--- src/rtl/shift_reg_universal.sv ---
// Universal shift register (SISO/SIPO/PISO/PIPO) with a shift counter and a frame-complete pulse.
// Define SHIFT_REG_ROTATE_EN to enable rotate modes 100/101; otherwise those codes hold.
module shift_reg_universal #(
    parameter int unsigned WIDTH = 4,
    // Derived from WIDTH; do not override.
    parameter int unsigned CW    = $clog2(WIDTH)
) (
    input  logic             clk,
    input  logic             reset,
    input  logic             enable,
    input  logic [2:0]       mode,
    input  logic             data_in,
    input  logic [WIDTH-1:0] par_in,
    input  logic             set_all_ones,
    output logic [WIDTH-1:0] data_out,
    output logic             serial_out,
    output logic [CW-1:0]    bit_count,
    output logic             frame_done
);

    localparam logic [2:0] MODE_HOLD = 3'b000;
    localparam logic [2:0] MODE_SHR  = 3'b001;
    localparam logic [2:0] MODE_SHL  = 3'b010;
    localparam logic [2:0] MODE_LOAD = 3'b011;
    localparam logic [2:0] MODE_ROR  = 3'b100;
    localparam logic [2:0] MODE_ROL  = 3'b101;

    localparam logic [CW-1:0] COUNT_LAST = CW'(WIDTH - 1);

    logic [WIDTH-1:0] data_next;
    logic [CW-1:0]    count_next;
    logic             done_next;
    logic             shift_exec;

    // Next-state decode: preset beats mode operations; only shifts and rotates advance the count.
    always_comb begin
        data_next  = data_out;
        count_next = bit_count;
        done_next  = 1'b0;
        shift_exec = 1'b0;

        if (set_all_ones) begin
            data_next  = '1;
            count_next = '0;
        end else if (enable) begin
            case (mode)
                MODE_SHR: begin
                    data_next  = {data_in, data_out[WIDTH-1:1]};
                    shift_exec = 1'b1;
                end
                MODE_SHL: begin
                    data_next  = {data_out[WIDTH-2:0], data_in};
                    shift_exec = 1'b1;
                end
                MODE_LOAD: begin
                    data_next  = par_in;
                    count_next = '0;
                end
`ifdef SHIFT_REG_ROTATE_EN
                MODE_ROR: begin
                    data_next  = {data_out[0], data_out[WIDTH-1:1]};
                    shift_exec = 1'b1;
                end
                MODE_ROL: begin
                    data_next  = {data_out[WIDTH-2:0], data_out[WIDTH-1]};
                    shift_exec = 1'b1;
                end
`endif
                default: begin
                    data_next = data_out;
                end
            endcase

            // Wrap at WIDTH-1 explicitly so non-power-of-two widths frame correctly.
            if (shift_exec) begin
                if (bit_count == COUNT_LAST) begin
                    count_next = '0;
                    done_next  = 1'b1;
                end else begin
                    count_next = bit_count + CW'(1);
                end
            end
        end
    end

    always_ff @(posedge clk or posedge reset) begin
        if (reset) begin
            data_out   <= '0;
            bit_count  <= '0;
            frame_done <= 1'b0;
        end else begin
            data_out   <= data_next;
            bit_count  <= count_next;
            frame_done <= done_next;
        end
    end

    // Bit that leaves on the next shift: MSB for left-going modes, LSB otherwise.
    assign serial_out = (mode == MODE_SHL || mode == MODE_ROL) ? data_out[WIDTH-1] : data_out[0];

endmodule
--- config.mk ---
export PLATFORM = sky130hd
export DESIGN_NAME = shift_reg_universal
export DESIGN_NICKNAME = d
export VERILOG_FILES = /design/src/rtl/shift_reg_universal.sv
export SDC_FILE = /design/constraint.sdc
export NUM_CORES = 1
export LEC_CHECK = 0
export BUFFER_PORTS_ARGS = -buffer_cell sky130_fd_sc_hd__buf_2
export CAP_MARGIN = 20
export CORE_AREA = 2 2 39 41
export DETAILED_ROUTE_END_ITERATION = 7
export DIE_AREA = 0 0 41 43
export PLACE_DENSITY_LB_ADDON = 0.3
export SYNTH_ARGS = -nofsm -noshare
export SYNTH_HDL_FRONTEND = slang
export SYNTH_SLANG_ARGS = --single-unit
--- constraint.sdc ---
create_clock -name clk -period 1.6 [get_ports clk]
set_input_delay 0.16 -clock clk [delete_from_list [all_inputs] [get_ports clk]]
set_output_delay 0.16 -clock clk [all_outputs]
set_load 0.05 [all_outputs]
After elaboration in Yosys (flattened, before gate mapping)
Cells that the tools add are included.
Operators by class
  add/subtract/negate cells: 1
  equality and inequality tests: 5
  multiplexer cells: 16
  reductions and logical operators: 7
Operator list (count)
  $pmux W4 S3: 1
  $mux W2: 5
  $mux W1: 8
  $mux W4: 2
  $eq A3 B2 Y1 const B: 2
  $reduce_and A2 Y1: 2
  $reduce_bool A4 Y1: 1
  $eq A3 B1 Y1 const B: 1
  $eq A3 B3 Y1 const B: 1
  $reduce_bool A3 Y1: 1
  $add A2 B1 Y2 const B: 1
  $eq A2 B2 Y1 const B: 1
  $reduce_bool A2 Y1: 1
  $reduce_or A2 Y1: 1
  $logic_or A1 B1 Y1: 1
Word-level totals
  register bits after elaboration: 7
  input port bits: 12
  output and inout bits: 8
  word-level logic and storage cells: 32

Logic depth before layout (Yosys ltp)
  depth in word-level cells: 8
  depth in mapped cells: 4
  depth with buffers taken out: 4

Least setup slack after synthesis
Ideal clock, no wire load.
  kind: reg2out
  start point: reg data_out[3]
  end point: out serial_out
  arrival time: 1131 ps
  data required time: 1440 ps
  setup slack: 309 ps
  stages on the path, launching flop included: 2
  buffers on the path: 0
  cells stage by stage: dfrtp_1 mux2_1
On the way
  cells in the longest elaborated chain, start to end: 1
Ends and longest elaborated chain
  start, declared: RTL line 15  | output logic [WIDTH-1:0] data_out,
  start signal, assigned: RTL line 92  | data_out <= data_next;
  $mux W1: RTL line 99  | assign serial_out = (mode == MODE_SHL || mode == MODE_ROL) ? data_out[WIDTH-1] : data_out[0];
  end, declared: RTL line 16  | output logic serial_out,
Every way passes these cells.

Final worst setup path
  start point: in mode[0]
  end point: out serial_out
On the way
  cells in the longest elaborated chain, start to end: 3
  elaborated cells on any way between the ends: 4
  those cells by class: 2 x eq/ne; 1 x mux; 1 x reduce/logical
Ends and longest elaborated chain
  start, declared: RTL line 11  | input logic [2:0] mode,
  $eq A3 B2 Y1 / $eq A3 B3 Y1 (equally long branches): RTL line 99
  $logic_or A1 B1 Y1 *: RTL line 99
  $mux W1 *: RTL line 99
Every way passes the cells marked *; elsewhere a longest branch is shown, timed or not.

==> impl_results.rst <==
.. list-table::
   :header-rows: 1

   * - Metric
     - Value
   * - IO Port Bufs
     - 19
   * - Nets in the synthesized netlist
     - 63
   * - Period minus WS final
     - 1.34 ns
   * - Initial antenna violation count
     - 0
   * - Final estimated routing congestion in global placement
     - 0.809
   * - Final Cycle Share
     - 83.5%
   * - Minimum setup slack in the final design
     - 0.264 ns
   * - Share of final-layout standard cells stronger than drive strength 1
     - 31.5%
   * - Number of register bits inferred by synthesis
     - 7
   * - Longest Clk Path Bufs
     - 2
   * - Logic gate share of total power
     - 25.4%
   * - Number of DRC markers in iteration 0
     - 9
   * - Inserted Clock Buffers
     - 3
   * - Proportion of power drawn by the clock network
     - 32.9%
   * - Max-cap violation count
     - 0
   * - Starting density of the core
     - 32.1%
   * - Clock latency on the worst-skew pair
     - 0.24 ns
   * - CTS tree
     - built
   * - Outcome
     - finished, final reports clean
   * - Vias in the first global route
     - 422
   * - Leakage
     - 0.262 nW
   * - Core Footprint
     - 1380 um^2
   * - Global-route usage over all layers
     - 14.0%
   * - Total vias in the final route
     - 445
   * - Setup Buffers After CTS
     - 0
   * - Max-slew headroom
     - 79.5%
   * - Number of nets at the end of the flow
     - 87
   * - Std-Cell Rows
     - 14
   * - FMAX
     - 0.748 GHz
   * - Global Route met3 Usage
     - 1.57%
   * - Clock-pin slew on the worst setup and hold paths
     - 0.05 ns
   * - Layout fillers
     - 139
   * - Final WL
     - 954 um
   * - Capturing element type of the critical path
     - output port
   * - Power consumption
     - 465 uW
   * - Class of the worst hold path
     - in2reg
   * - Summed negative setup slack over all endpoints
     - 0 ns
   * - Switching power of the nets
     - 145 uW
   * - Critical path, cell by cell
     - buf_2, nand2b_1, o22ai_1, mux2_1, buf_2
   * - Clock tree skew after final layout
     - 0.000199 ns
   * - Total congestion overflow
     - 0
   * - Met1 Track Usage GR
     - 19.9%
   * - Global-route track usage on met2
     - 18.8%
   * - Yosys Warn Count
     - 0
   * - Most common cell type on the critical path
     - sky130_fd_sc_hd__buf_2
   * - Buffers plus inverters on the worst setup path
     - 2
   * - Slew at the pin closest to its max-slew limit
     - 0.307 ns
   * - Average detailed-routed wire length per instance
     - 10.7 um
   * - Category of the most critical setup path
     - in2out
   * - Int Pwr
     - 320 uW
   * - Final HPWL from detailed placement
     - 780 um
   * - Count of unique library cells instantiated by Yosys
     - 20
   * - Post-synthesis cell count
     - 50
   * - Stage delay of the slowest cell on the critical path
     - 0.33 ns
   * - Layout overhead on the synthesized area
     - 32.4%
   * - Post-CTS resize count
     - 0
   * - First-pass GRT wire length
     - 1670 um
   * - Cell at the root of the clock tree
     - sky130_fd_sc_hd__clkbuf_4
   * - Number of antenna-violating nets in the routed design
     - 0
   * - Most common cell after layout, fill and taps aside
     - sky130_fd_sc_hd__buf_2
   * - Largest driver fanout on the critical path
     - 13
   * - Overall die width
     - 41 um
   * - Floorplan die height
     - 43 um
   * - Most frequent cells in the layout
     - sky130_fd_sc_hd__buf_2, sky130_fd_sc_hd__dfrtp_1, sky130_fd_sc_hd__nor2_1, sky130_fd_sc_hd__o21ai_0
   * - Type of element launching the critical path
     - primary input
   * - Number of H-tree levels
     - 1
   * - Sequential share of power
     - 41.6%
   * - Number of antenna diodes
     - 0
   * - Vias per Instance
     - 5.00
   * - Largest net degree at the start of global routing
     - 14
   * - Sequential share of the synthesized area
     - 39.4%
   * - WP data arrival
     - 1.18 ns
   * - Slowest library cell on the worst path
     - sky130_fd_sc_hd__mux2_1
   * - Pwr Density
     - 790 nW/um^2
   * - IR Drop Worst-Case VDD
     - 230 uV
   * - RSZ-0062 raised after global routing
     - no
   * - Number of max-slew violations in the final report
     - 0
   * - Post-synthesis instance area
     - 444 um^2
   * - Mapped Avg Cell Area
     - 8.88 um^2
   * - Kind of cell adding the most delay to the critical path
     - buffers and inverters
   * - Crit path required time
     - 1.44 ns
   * - Die area
     - 1760 um^2
   * - Number of sinks on the clock net
     - 7
   * - Number of top-level pins
     - 20
   * - DRC violation count after routing
     - 0
   * - Final Hold Violating Endpoints
     - 0
   * - Final count of negative-setup-slack endpoints
     - 0
   * - Share of total power consumed by net switching
     - 31.2%
   * - 1st-pass router iterations
     - 4
   * - Most Crowded Layer GR
     - met1
   * - Worst-case setup slack after placement
     - 0.263 ns
-- state kept, by name, indices dropped and copies added (netlist names) --
signal	cells
data_out	4
frame_done	1
bit_count	2
-- power groups by stage --
stage	Clock (mW)	Combinational, mW	Sequential (mW)
2_1_floorplan	0	0.0542	0.223
3_3_place_gp	0	0.116	0.197
3_5_place_dp	0	0.117	0.196
4_1_cts	0.158	0.119	0.194
5_1_grt	0.181	0.129	0.195
6_report	0.153	0.118	0.194
-- cell type report --
cell class                 instances  area, um^2  area share [%]
timing repair buffer              20         105            17.9
sequential                         7         175            29.8
inverter                           2        7.51            1.28
clock buffer                       4        26.3            4.47
multi-input combinational         40         254            43.2
tap                               16        20.0            3.40
-- per-layer routing --
metal | up-vias | part of all wire [%]
li1 | 230 | -
met1 | 193 | 44
met2 | 22 | 50
met3 | 0 | 6.2
met4 | 0 | 0
met5 | - | 0
-- cells by family after synthesis --
group | after synthesis | share of synthesized area (%)
AND/OR/NAND/NOR | 19 | 23.7
AO/OA/AOI/OAI | 18 | 26.2
flip-flops | 7 | 39.4
buffers and inverters | 3 | 3.38
XOR/XNOR | 1 | 1.97
multiplexers | 1 | 2.54
adder cells (fa/ha/maj) | 1 | 2.82
-- per-stage QoR --
stage | hold slack [ns] | instances | util [%] | area, um^2
final | 0.104 | 89 | 42.5 | 588
after floorplan | -0.0366 | 50 | - | 444
after detailed placement | 0.0864 | 84 | 39.9 | 552
after CTS | 0.0923 | 89 | 42.5 | 588
after global placement | 0.0873 | 84 | 39.9 | 552
after global routing | 0.0989 | 89 | 42.5 | 588
-- worst register-to-register path, cell delays in order (launching register included) --
cell and delay [ns]:
sky130_fd_sc_hd__dfrtp_1 0.41, sky130_fd_sc_hd__nor2b_1 0.15, sky130_fd_sc_hd__a211oi_1 0.20, sky130_fd_sc_hd__o311ai_1 0.12
-- synthesized netlist by cell type --
cell type / instances / share of area (%)
sky130_fd_sc_hd__dfrtp_1: 7 / 39
sky130_fd_sc_hd__nor2_1: 6 / 5.1
sky130_fd_sc_hd__o21ai_0: 6 / 6.8
sky130_fd_sc_hd__a211oi_1: 4 / 6.8
sky130_fd_sc_hd__nor2b_1: 4 / 5.6
sky130_fd_sc_hd__o311ai_1: 4 / 7.9
sky130_fd_sc_hd__nand2b_1: 3 / 4.2
sky130_fd_sc_hd__a21oi_1: 2 / 2.3
sky130_fd_sc_hd__inv_1: 2 / 1.7
sky130_fd_sc_hd__nand3_1: 2 / 2.3
sky130_fd_sc_hd__and2b_1: 1 / 1.7
sky130_fd_sc_hd__and2b_2: 1 / 2.0
sky130_fd_sc_hd__and4_1: 1 / 2.0
sky130_fd_sc_hd__buf_4: 1 / 1.7
sky130_fd_sc_hd__ha_1: 1 / 2.8
sky130_fd_sc_hd__mux2_1: 1 / 2.5
sky130_fd_sc_hd__nand2_1: 1 / 0.84
sky130_fd_sc_hd__o21ai_1: 1 / 1.1
sky130_fd_sc_hd__o22ai_1: 1 / 1.4
sky130_fd_sc_hd__xor2_1: 1 / 2.0
-- final timing paths --
check	from	end	slack, ns	depth (start not counted)
max	mode[0]	serial_out	0.26	5
min	set_all_ones	bit_count[1]$_DFFE_PP0P_	0.10	2
max reg2reg	data_out[1]$_DFFE_PP0P_	data_out[2]$_DFFE_PP0P_	0.59	3
min reg2reg	bit_count[1]$_DFFE_PP0P_	bit_count[1]$_DFFE_PP0P_	0.58	2
max in group asynchronous	reset	frame_done$_DFF_PP0_	1.02	3
min in group asynchronous	reset	data_out[3]$_DFFE_PP0P_	0.37	3
-- repair_timing --
item,in CTS,in global routing
hold buffers,1,0
hold endpoints to repair,7,0
endpoints found under the setup margin,0,0
Note: power is estimated with default switching activity, not from simulation.
